==> src/rtl/pc_bus_host.sv <==
// Purpose: sole master sequencer for the 8-bit programmable counter. It loads
//          the counter (WRITE) or snapshots its count (READ) over a shared bus.
// Latency: WRITE rsp 5 cycles after accept, READ rsp READ_SETTLE+2 cycles;
//          cmd_ready is low for the whole command.
// Backpressure: one command in flight; cmd_ready = idle, cmd_valid ignored
//          while busy.
// Ports: clk/rst_n; run (free-run request); cmd_valid/cmd_ready/cmd_write/
//        cmd_data (command); rsp_valid/rsp_data (completion);
//        ctrl_en/ctrl_load/ctrl_oe (counter controls);
//        bus_out/bus_oe/bus_in (shared bus).
module pc_bus_host #(
   parameter int READ_SETTLE = 2
) (
   input  logic       clk,
   input  logic       rst_n,
   input  logic       run,
   input  logic       cmd_valid,
   output logic       cmd_ready,
   input  logic       cmd_write,
   input  logic [7:0] cmd_data,
   output logic       rsp_valid,
   output logic [7:0] rsp_data,
   output logic       ctrl_en,
   output logic       ctrl_load,
   output logic       ctrl_oe,
   output logic [7:0] bus_out,
   output logic       bus_oe,
   input  logic [7:0] bus_in
);

   localparam logic [2:0] IDLE     = 3'd0;
   localparam logic [2:0] WR_LOAD  = 3'd1;
   localparam logic [2:0] WR_GAP   = 3'd2;
   localparam logic [2:0] WR_DRIVE = 3'd3;
   localparam logic [2:0] WR_DONE  = 3'd4;
   localparam logic [2:0] RD_WAIT  = 3'd5;
   localparam logic [2:0] RD_DONE  = 3'd6;

   localparam logic [3:0] SETTLE_LAST = 4'(READ_SETTLE);

   logic [2:0] state, state_nxt;
   logic [3:0] cnt, cnt_nxt;
   logic [7:0] data_q;

   assign cmd_ready = (state == IDLE);

   always_comb begin
      state_nxt = state;
      cnt_nxt   = cnt;
      case (state)
         IDLE: begin
            if (cmd_valid) begin
               state_nxt = cmd_write ? WR_LOAD : RD_WAIT;
               cnt_nxt   = 4'd0;
            end
         end
         WR_LOAD: state_nxt = WR_GAP;
         WR_GAP: begin
            state_nxt = WR_DRIVE;
            cnt_nxt   = 4'd0;
         end
         // Host drives for two cycles so the counter's delayed capture
         // lands on the second one.
         WR_DRIVE: begin
            if (cnt == 4'd1) state_nxt = WR_DONE;
            else             cnt_nxt   = cnt + 4'd1;
         end
         WR_DONE: state_nxt = IDLE;
         // Counter is frozen but keeps driving; the first wait cycle lets an
         // already-registered increment finish before the sample.
         RD_WAIT: begin
            if (cnt == SETTLE_LAST) state_nxt = RD_DONE;
            else                    cnt_nxt   = cnt + 4'd1;
         end
         RD_DONE: state_nxt = IDLE;
         default: state_nxt = IDLE;
      endcase
   end

   // Outputs are decoded from the next state so each state's values are
   // visible in the same cycle the state is.
   always_ff @(posedge clk or negedge rst_n) begin
      if (!rst_n) begin
         state     <= IDLE;
         cnt       <= 4'd0;
         data_q    <= 8'h00;
         ctrl_en   <= 1'b0;
         ctrl_load <= 1'b0;
         ctrl_oe   <= 1'b0;
         bus_oe    <= 1'b0;
         bus_out   <= 8'h00;
         rsp_valid <= 1'b0;
         rsp_data  <= 8'h00;
      end else begin
         state <= state_nxt;
         cnt   <= cnt_nxt;
         if (cmd_valid && cmd_ready) data_q <= cmd_data;

         ctrl_en   <= (state_nxt == IDLE || state_nxt == WR_DONE ||
                       state_nxt == RD_DONE) ? run : 1'b0;
         ctrl_load <= (state_nxt == WR_LOAD);
         // Counter output is released from the load cycle through the drive
         // window so the bus has a turnaround gap on both sides.
         ctrl_oe   <= !(state_nxt == WR_LOAD || state_nxt == WR_GAP ||
                        state_nxt == WR_DRIVE);
         bus_oe    <= (state_nxt == WR_DRIVE);
         bus_out   <= (state_nxt == WR_DRIVE) ? data_q : 8'h00;
         rsp_valid <= (state_nxt == WR_DONE || state_nxt == RD_DONE);
         if (state_nxt == WR_DONE)      rsp_data <= data_q;
         else if (state_nxt == RD_DONE) rsp_data <= bus_in;
      end
   end

endmodule

==> config.mk <==
export PLATFORM = sky130hd
export DESIGN_NAME = pc_bus_host
export DESIGN_NICKNAME = d
export VERILOG_FILES = /design/src/rtl/pc_bus_host.sv
export SDC_FILE = /design/constraint.sdc
export NUM_CORES = 1
export LEC_CHECK = 0
export CAP_MARGIN = 40
export CORE_MARGIN = 3
export CORE_UTILIZATION = 43
export CTS_CLUSTER_DIAMETER = 30
export DETAILED_ROUTE_END_ITERATION = 10
export PLACE_DENSITY = 0.79
export SKIP_LAST_GASP = 1
export SLEW_MARGIN = 20
export SYNTH_ARGS = -nofsm -noshare
export SYNTH_HDL_FRONTEND = slang
export SYNTH_SLANG_ARGS = --single-unit
export TNS_END_PERCENT = 50
==> constraint.sdc <==
create_clock -name clk -period 1.8 [get_ports clk]
set_clock_uncertainty 0.2 [all_clocks]
set_input_delay 0.27 -clock clk [delete_from_list [all_inputs] [get_ports clk]]
set_output_delay 0.27 -clock clk [all_outputs]
set_load 0.05 [all_outputs]
==> flow_summary.toml, run 1 <==
[sta]
hold-worst-slack_ns = 0.201
relSlewSlack_pct = 68.6
drv_slew = 0
setup_violations = 5
timing.final.hold_violations = 0
min_period_ns = 1.82
fmax_mhz = 551
tightest_slew_ns = 0.466
rsz0062_at_grt = "true"
post-route-period-util_pct = 101
fin_ws_ns = -0.0153

[grt]
grt_max_degree = 37
grt_pass1_wl_um = 6210
grt_overflow = 0
grt.total_usage_pct = 19.1
grt_pass1_vias = 1301
antenna_found_initial = 0

[worst_setup_path]
arrival_ns = 1.78
crit_fanout = 5
crit_required_ns = 1.76
crit_type = "flop to flop"
startpoint_type = "flop"
end_kind = "flop"

[routing]
vias_per_cell = 5.37
ant_nets = 0
wl_per_cell_um = 17.0
drc = 0
drt_wl_total_um = 3940
routed-via-count = 1246
drt_pass1_iterations = 4
drt-initial-drc-count = 110

[clocking]
cts_tree = "done"
cts.sinks = 36
numCtsBuffers = 5
htreeDepth = 2
clock_latency_ns = 0.29
cts_hold_buffers = 0
clock_path_buffers = 2
root_buffer = "clkbuf_8"
clk_pin_slew_ns = 0.07

[placed_design]
pre_cts_slack_ns = -0.122
dp_hpwl_um = 2700
placement.io_buffers = 42
gp_congestion = 0.875

[die]
pin_count = 43
start_util_pct = 46.2
rows = 21
die_h_um = 66.8
die_w_um = 66.8
die_area_um2 = 4460
fp.coreArea_um2 = 3440

[yosys]
synthCells = 123
netlist_area_um2 = 1590
synth.most_common_cell = "dfrtp_1"
synthTopCellsByCount = "36 x dfrtp_1, 10 x nor2b_1, 8 x a221o_1, 8 x and2_1, 8 x mux2_2"
synth_edf_count = 0
synth_warnings = 0
synth_seq_cells = 36
syn_avg_cell_area_um2 = 12.9
synth_top_area_share_pct = 56.7
syn_nets = 147
ys.flop_type = "dfrtp_1"
synth_top_cell_by_area = "dfrtp_1"
synth_cell_types = 39
synth_async_sr_flop_share_pct = 100
synthTopCellsByArea = "dfrtp_1 57%, mux2_2 5.7%, a221o_1 5.0%"
ys_seq_area_share_pct = 56.7

[final_layout]
areaGrowthSynthToFinish_pct = 48.7
diodes = 0
fin_util_pct = 68.6
nets = 209
drive_above_1_share_pct = 43.5

[pwr]
totalPowerFinal_mw = 4.61
ir_drop_v = 0.000627
p_leak_nw = 1.10
power_density_nw_per_um2 = 1950

[outcome]
violations = "negative setup slack"
status = "finished, violations left"

[job]
maxCapViolations = 0

[min_path]
hp-class = "input port to async pin"
==> placed cells by master (no fill, tap or decap), types with 3 or more instances in the layout <==
cell type        instances
mux2_2                   8
dfrtp_1                 33
clkdlybuf4s50_1         20
a221o_1                  8
nor2_4                   3
inv_2                    3
buf_4                   37
clkbuf_8                 7
nor2b_1                 10
dfrtp_2                  3
and2_1                   8
nand2_1                  4
==> state kept, by name, indices dropped and copies added, names as in the netlist <==
name	flops
state	3
cnt	4
rsp_data	8
data_q	8
rsp_valid	1
bus_oe	1
ctrl_oe	1
ctrl_load	1
ctrl_en	1
bus_out	8
==> kinds of logic (layout without fill, tap and decap cells) <==
| kind of cell | count (synthesis) | in the layout | synth area share, % |
|---|---|---|---|
| AND/OR/NAND/NOR | 46 | 47 | 19.3 |
| flip-flops | 36 | 36 | 56.7 |
| AO/OA/AOI/OAI | 20 | 21 | 12.2 |
| multiplexers | 10 | 10 | 6.93 |
| buffers and inverters | 8 | 69 | 2.52 |
| adder cells (fa/ha/maj) | 3 | 3 | 2.36 |
==> cell type report <==
cell class,count,area [um^2]
Clock inverter,1,30.0
Fill cell,241,1080
Clock buffer,7,96.3
Sequential cell,36,905
Timing Repair Buffer,58,498
Multi-Input combinational cell,81,764
Tap cell,46,57.6
Inverter,3,11.3
==> stage by stage <==
step	setup TNS [ns]	std cells	cell area, um^2
6_report	-0.0372	232	2360
5_1_grt	-0.498	232	2360
4_1_cts	-0.0207	230	2300
3_5_place_dp	-1.46	220	2110
3_3_place_gp	-0.586	220	2110
2_1_floorplan	0	123	1600
==> final timing paths <==
check                      startpoint           to  slack (ns)  cells after the start
max                            cnt[1]  rsp_data[0]       -0.02                      6
min                             rst_n      ctrl_oe        0.20                      2
max reg2reg                    cnt[1]  rsp_data[0]       -0.02                      6
min reg2reg                 data_q[4]   bus_out[4]        0.31                      1
max in group asynchronous       rst_n       cnt[0]        0.86                      2
min in group clk            data_q[4]   bus_out[4]        0.31                      1
==> where the power goes <==
| group | switching [mW] | internal, mW |
|---|---|---|
| sequential | 0.264 | 1.15 |
| combinational | 1.43 | 0.993 |
| clock | 0.280 | 0.488 |
==> metal layers <==
layer / wire length (um) / global-route usage [%]
met5: 0 / 0
met4: 73 / 6.60
met3: 213 / 5.90
met2: 2000 / 33.5
met1: 1650 / 21.8
==> critical path: stages (launching register included) <==
cell and delay, ns:
dfrtp_1 0.43, inv_2 0.10, ha_4 0.12, and3b_2 0.27, o211a_4 0.22, nor2b_1 0.06
a221o_1 0.29
==> repair_timing <==
item                                   4_1_cts  5_1_grt
gates resized for setup                     15       10
gates cloned                                 1        1
pin swaps                                    1        8
setup endpoints to repair                   17       16
endpoints found under the hold margin        0        0
setup buffers                                1        1
Power figures use the tool's default switching activity.
==> inputs of run 2 (changes only) <==
--- a/config.mk
+++ b/config.mk
@@ -6,11 +6,11 @@
 export NUM_CORES = 1
 export LEC_CHECK = 0
 export CAP_MARGIN = 40
-export CORE_MARGIN = 3
-export CORE_UTILIZATION = 43
+export CORE_MARGIN = 4
+export CORE_UTILIZATION = 50
 export CTS_CLUSTER_DIAMETER = 30
 export DETAILED_ROUTE_END_ITERATION = 10
-export PLACE_DENSITY = 0.79
+export PLACE_DENSITY = 0.86
 export SKIP_LAST_GASP = 1
 export SLEW_MARGIN = 20
 export SYNTH_ARGS = -nofsm -noshare
==> constraint.sdc (replaced) <==
create_clock -name clk -period 2.3 [get_ports clk]
set_clock_uncertainty 0.2 [all_clocks]
set_input_delay 0.345 -clock clk [delete_from_list [all_inputs] [get_ports clk]]
set_output_delay 0.345 -clock clk [all_outputs]
set_load 0.05 [all_outputs]
==> flow_summary.toml, run 2 (synthesized netlist as in run 1, its figures left out) <==
[sta]
setup_violations = 0
min_period_ns = 2.06
drv_slew = 0
timing.final.hold_violations = 0
hold-worst-slack_ns = 0.136
post-route-period-util_pct = 89.7
tightest_slew_ns = 0.577
fmax_mhz = 485
relSlewSlack_pct = 61.4
rsz0062_at_grt = "false"
totalNegativeSetupSlack_ns = 0

[die]
rows = 20
die_w_um = 64.4
fp.coreArea_um2 = 3050
die_area_um2 = 4140
die_h_um = 64.4
pin_count = 43
start_util_pct = 52.0

[min_path]
hp-class = "input port to async pin"

[final_layout]
reg.largest.list = "bus_out: 8 flops, data_q: 8 flops, rsp_data: 8 flops"
fillers = 245
final_common_cell = "clkdlybuf4s50_1"
fin_area_um2 = 2120
mostFrequentLayoutCells = "40 x clkdlybuf4s50_1, 36 x dfrtp_1, 10 x nor2b_1"
drive_above_1_share_pct = 15.8
fin_util_pct = 69.6
nets = 194
areaGrowthSynthToFinish_pct = 33.7
diodes = 0

[grt]
antenna_found_initial = 0
grt.total_usage_pct = 19.2
grt_max_degree = 37
grt_overflow = 0
grt_pass1_wl_um = 6050
grt_pass1_vias = 1310

[worst_setup_path]
r2r_cells = 7
crit_start = "cnt[0]"
r2r-start = "cnt[0]"
endpoint = "cnt[1]"
r2r-end = "cnt[1]"
crit_required_ns = 2.36
end_kind = "flop"
crit_type = "flop to flop"
startpoint_type = "flop"
crit_fanout = 4
arrival_ns = 2.12
ff2ff_setup_slack_ns = 0.24

[placed_design]
dp_hpwl_um = 2490
placement.io_buffers = 42
dpl_cell_area_um2 = 2040
gp_congestion = 0.824

[outcome]
status = "finished, final reports clean"

[pwr]
ir_drop_v = 0.00107
power_density_nw_per_um2 = 1460
p_leak_nw = 0.959
totalPowerFinal_mw = 3.09

[routing]
vias_per_cell = 5.39
drt-initial-drc-count = 51
wl_per_cell_um = 16.2
drt_wl_total_um = 3490
routed-via-count = 1159
drt_pass1_iterations = 4
ant_nets = 0
drc = 0

[clocking]
numCtsBuffers = 5
clock_path_buffers = 2
clock_latency_ns = 0.33
root_buffer = "clkbuf_4"
htreeDepth = 2
cts_tree = "done"
cts.sinks = 36
clk_pin_slew_ns = 0.10

[job]
maxCapViolations = 0
## run 2: layout make-up
type / instances / area (um^2) / share of cell area, %
multi-input combinational: 79 / 648 / 30.5
inverter: 3 / 11.3 / 0.530
clock buffer: 8 / 58.8 / 2.77
tap: 44 / 55.1 / 2.59
timing repair buffer: 45 / 450 / 21.2
sequential: 36 / 901 / 42.4
## run 2: how the worst min path moves through the flow
stage                         start  depth (start not counted)  slack, ns          to
after floorplan               rst_n                          0      -0.15      bus_oe
after global placement        rst_n                          1       0.25      cnt[2]
after detailed placement      rst_n                          1       0.27      cnt[2]
after CTS                 data_q[4]                          1       0.32  bus_out[4]
after global routing          rst_n                          2       0.13      cnt[2]
final                         rst_n                          2       0.14      cnt[2]
## run 2: power by group
group	internal [mW]	switching [mW]
Sequential	0.895	0.213
Clock	0.151	0.197
Combinational	0.653	0.983
Total	1.70	1.39
## run 2: timing repair
action                     CTS  global route
buffers inserted             0             0
gates resized for setup      0             0
hold endpoints to repair    36             0
setup endpoints to repair    0             0
hold buffers                 1             0
## run 2: layer usage
layer	wire (um)	up-vias	GRT usage (%)
li1	-	533	-
met1	1430	575	23.7
met2	1840	47	32.1
met3	202	4	4.92
met4	18	0	7.65
met5	0	-	0
## run 2: per-stage QoR
stage / cells / worst slack, ns
after floorplan: 123 / 0.0938
after global placement: 205 / 0.250
after detailed placement: 205 / 0.228
after CTS: 214 / 0.228
after global routing: 215 / 0.0904
final: 215 / 0.236
## run 2: critical path, stage by stage (launching register included)
cell and delay, ns:
dfrtp_1 0.43, inv_1 0.11, ha_1 0.21, nor3b_1 0.46, o21bai_4 0.15, nor2_2 0.20
inv_2 0.07, o22ai_1 0.15
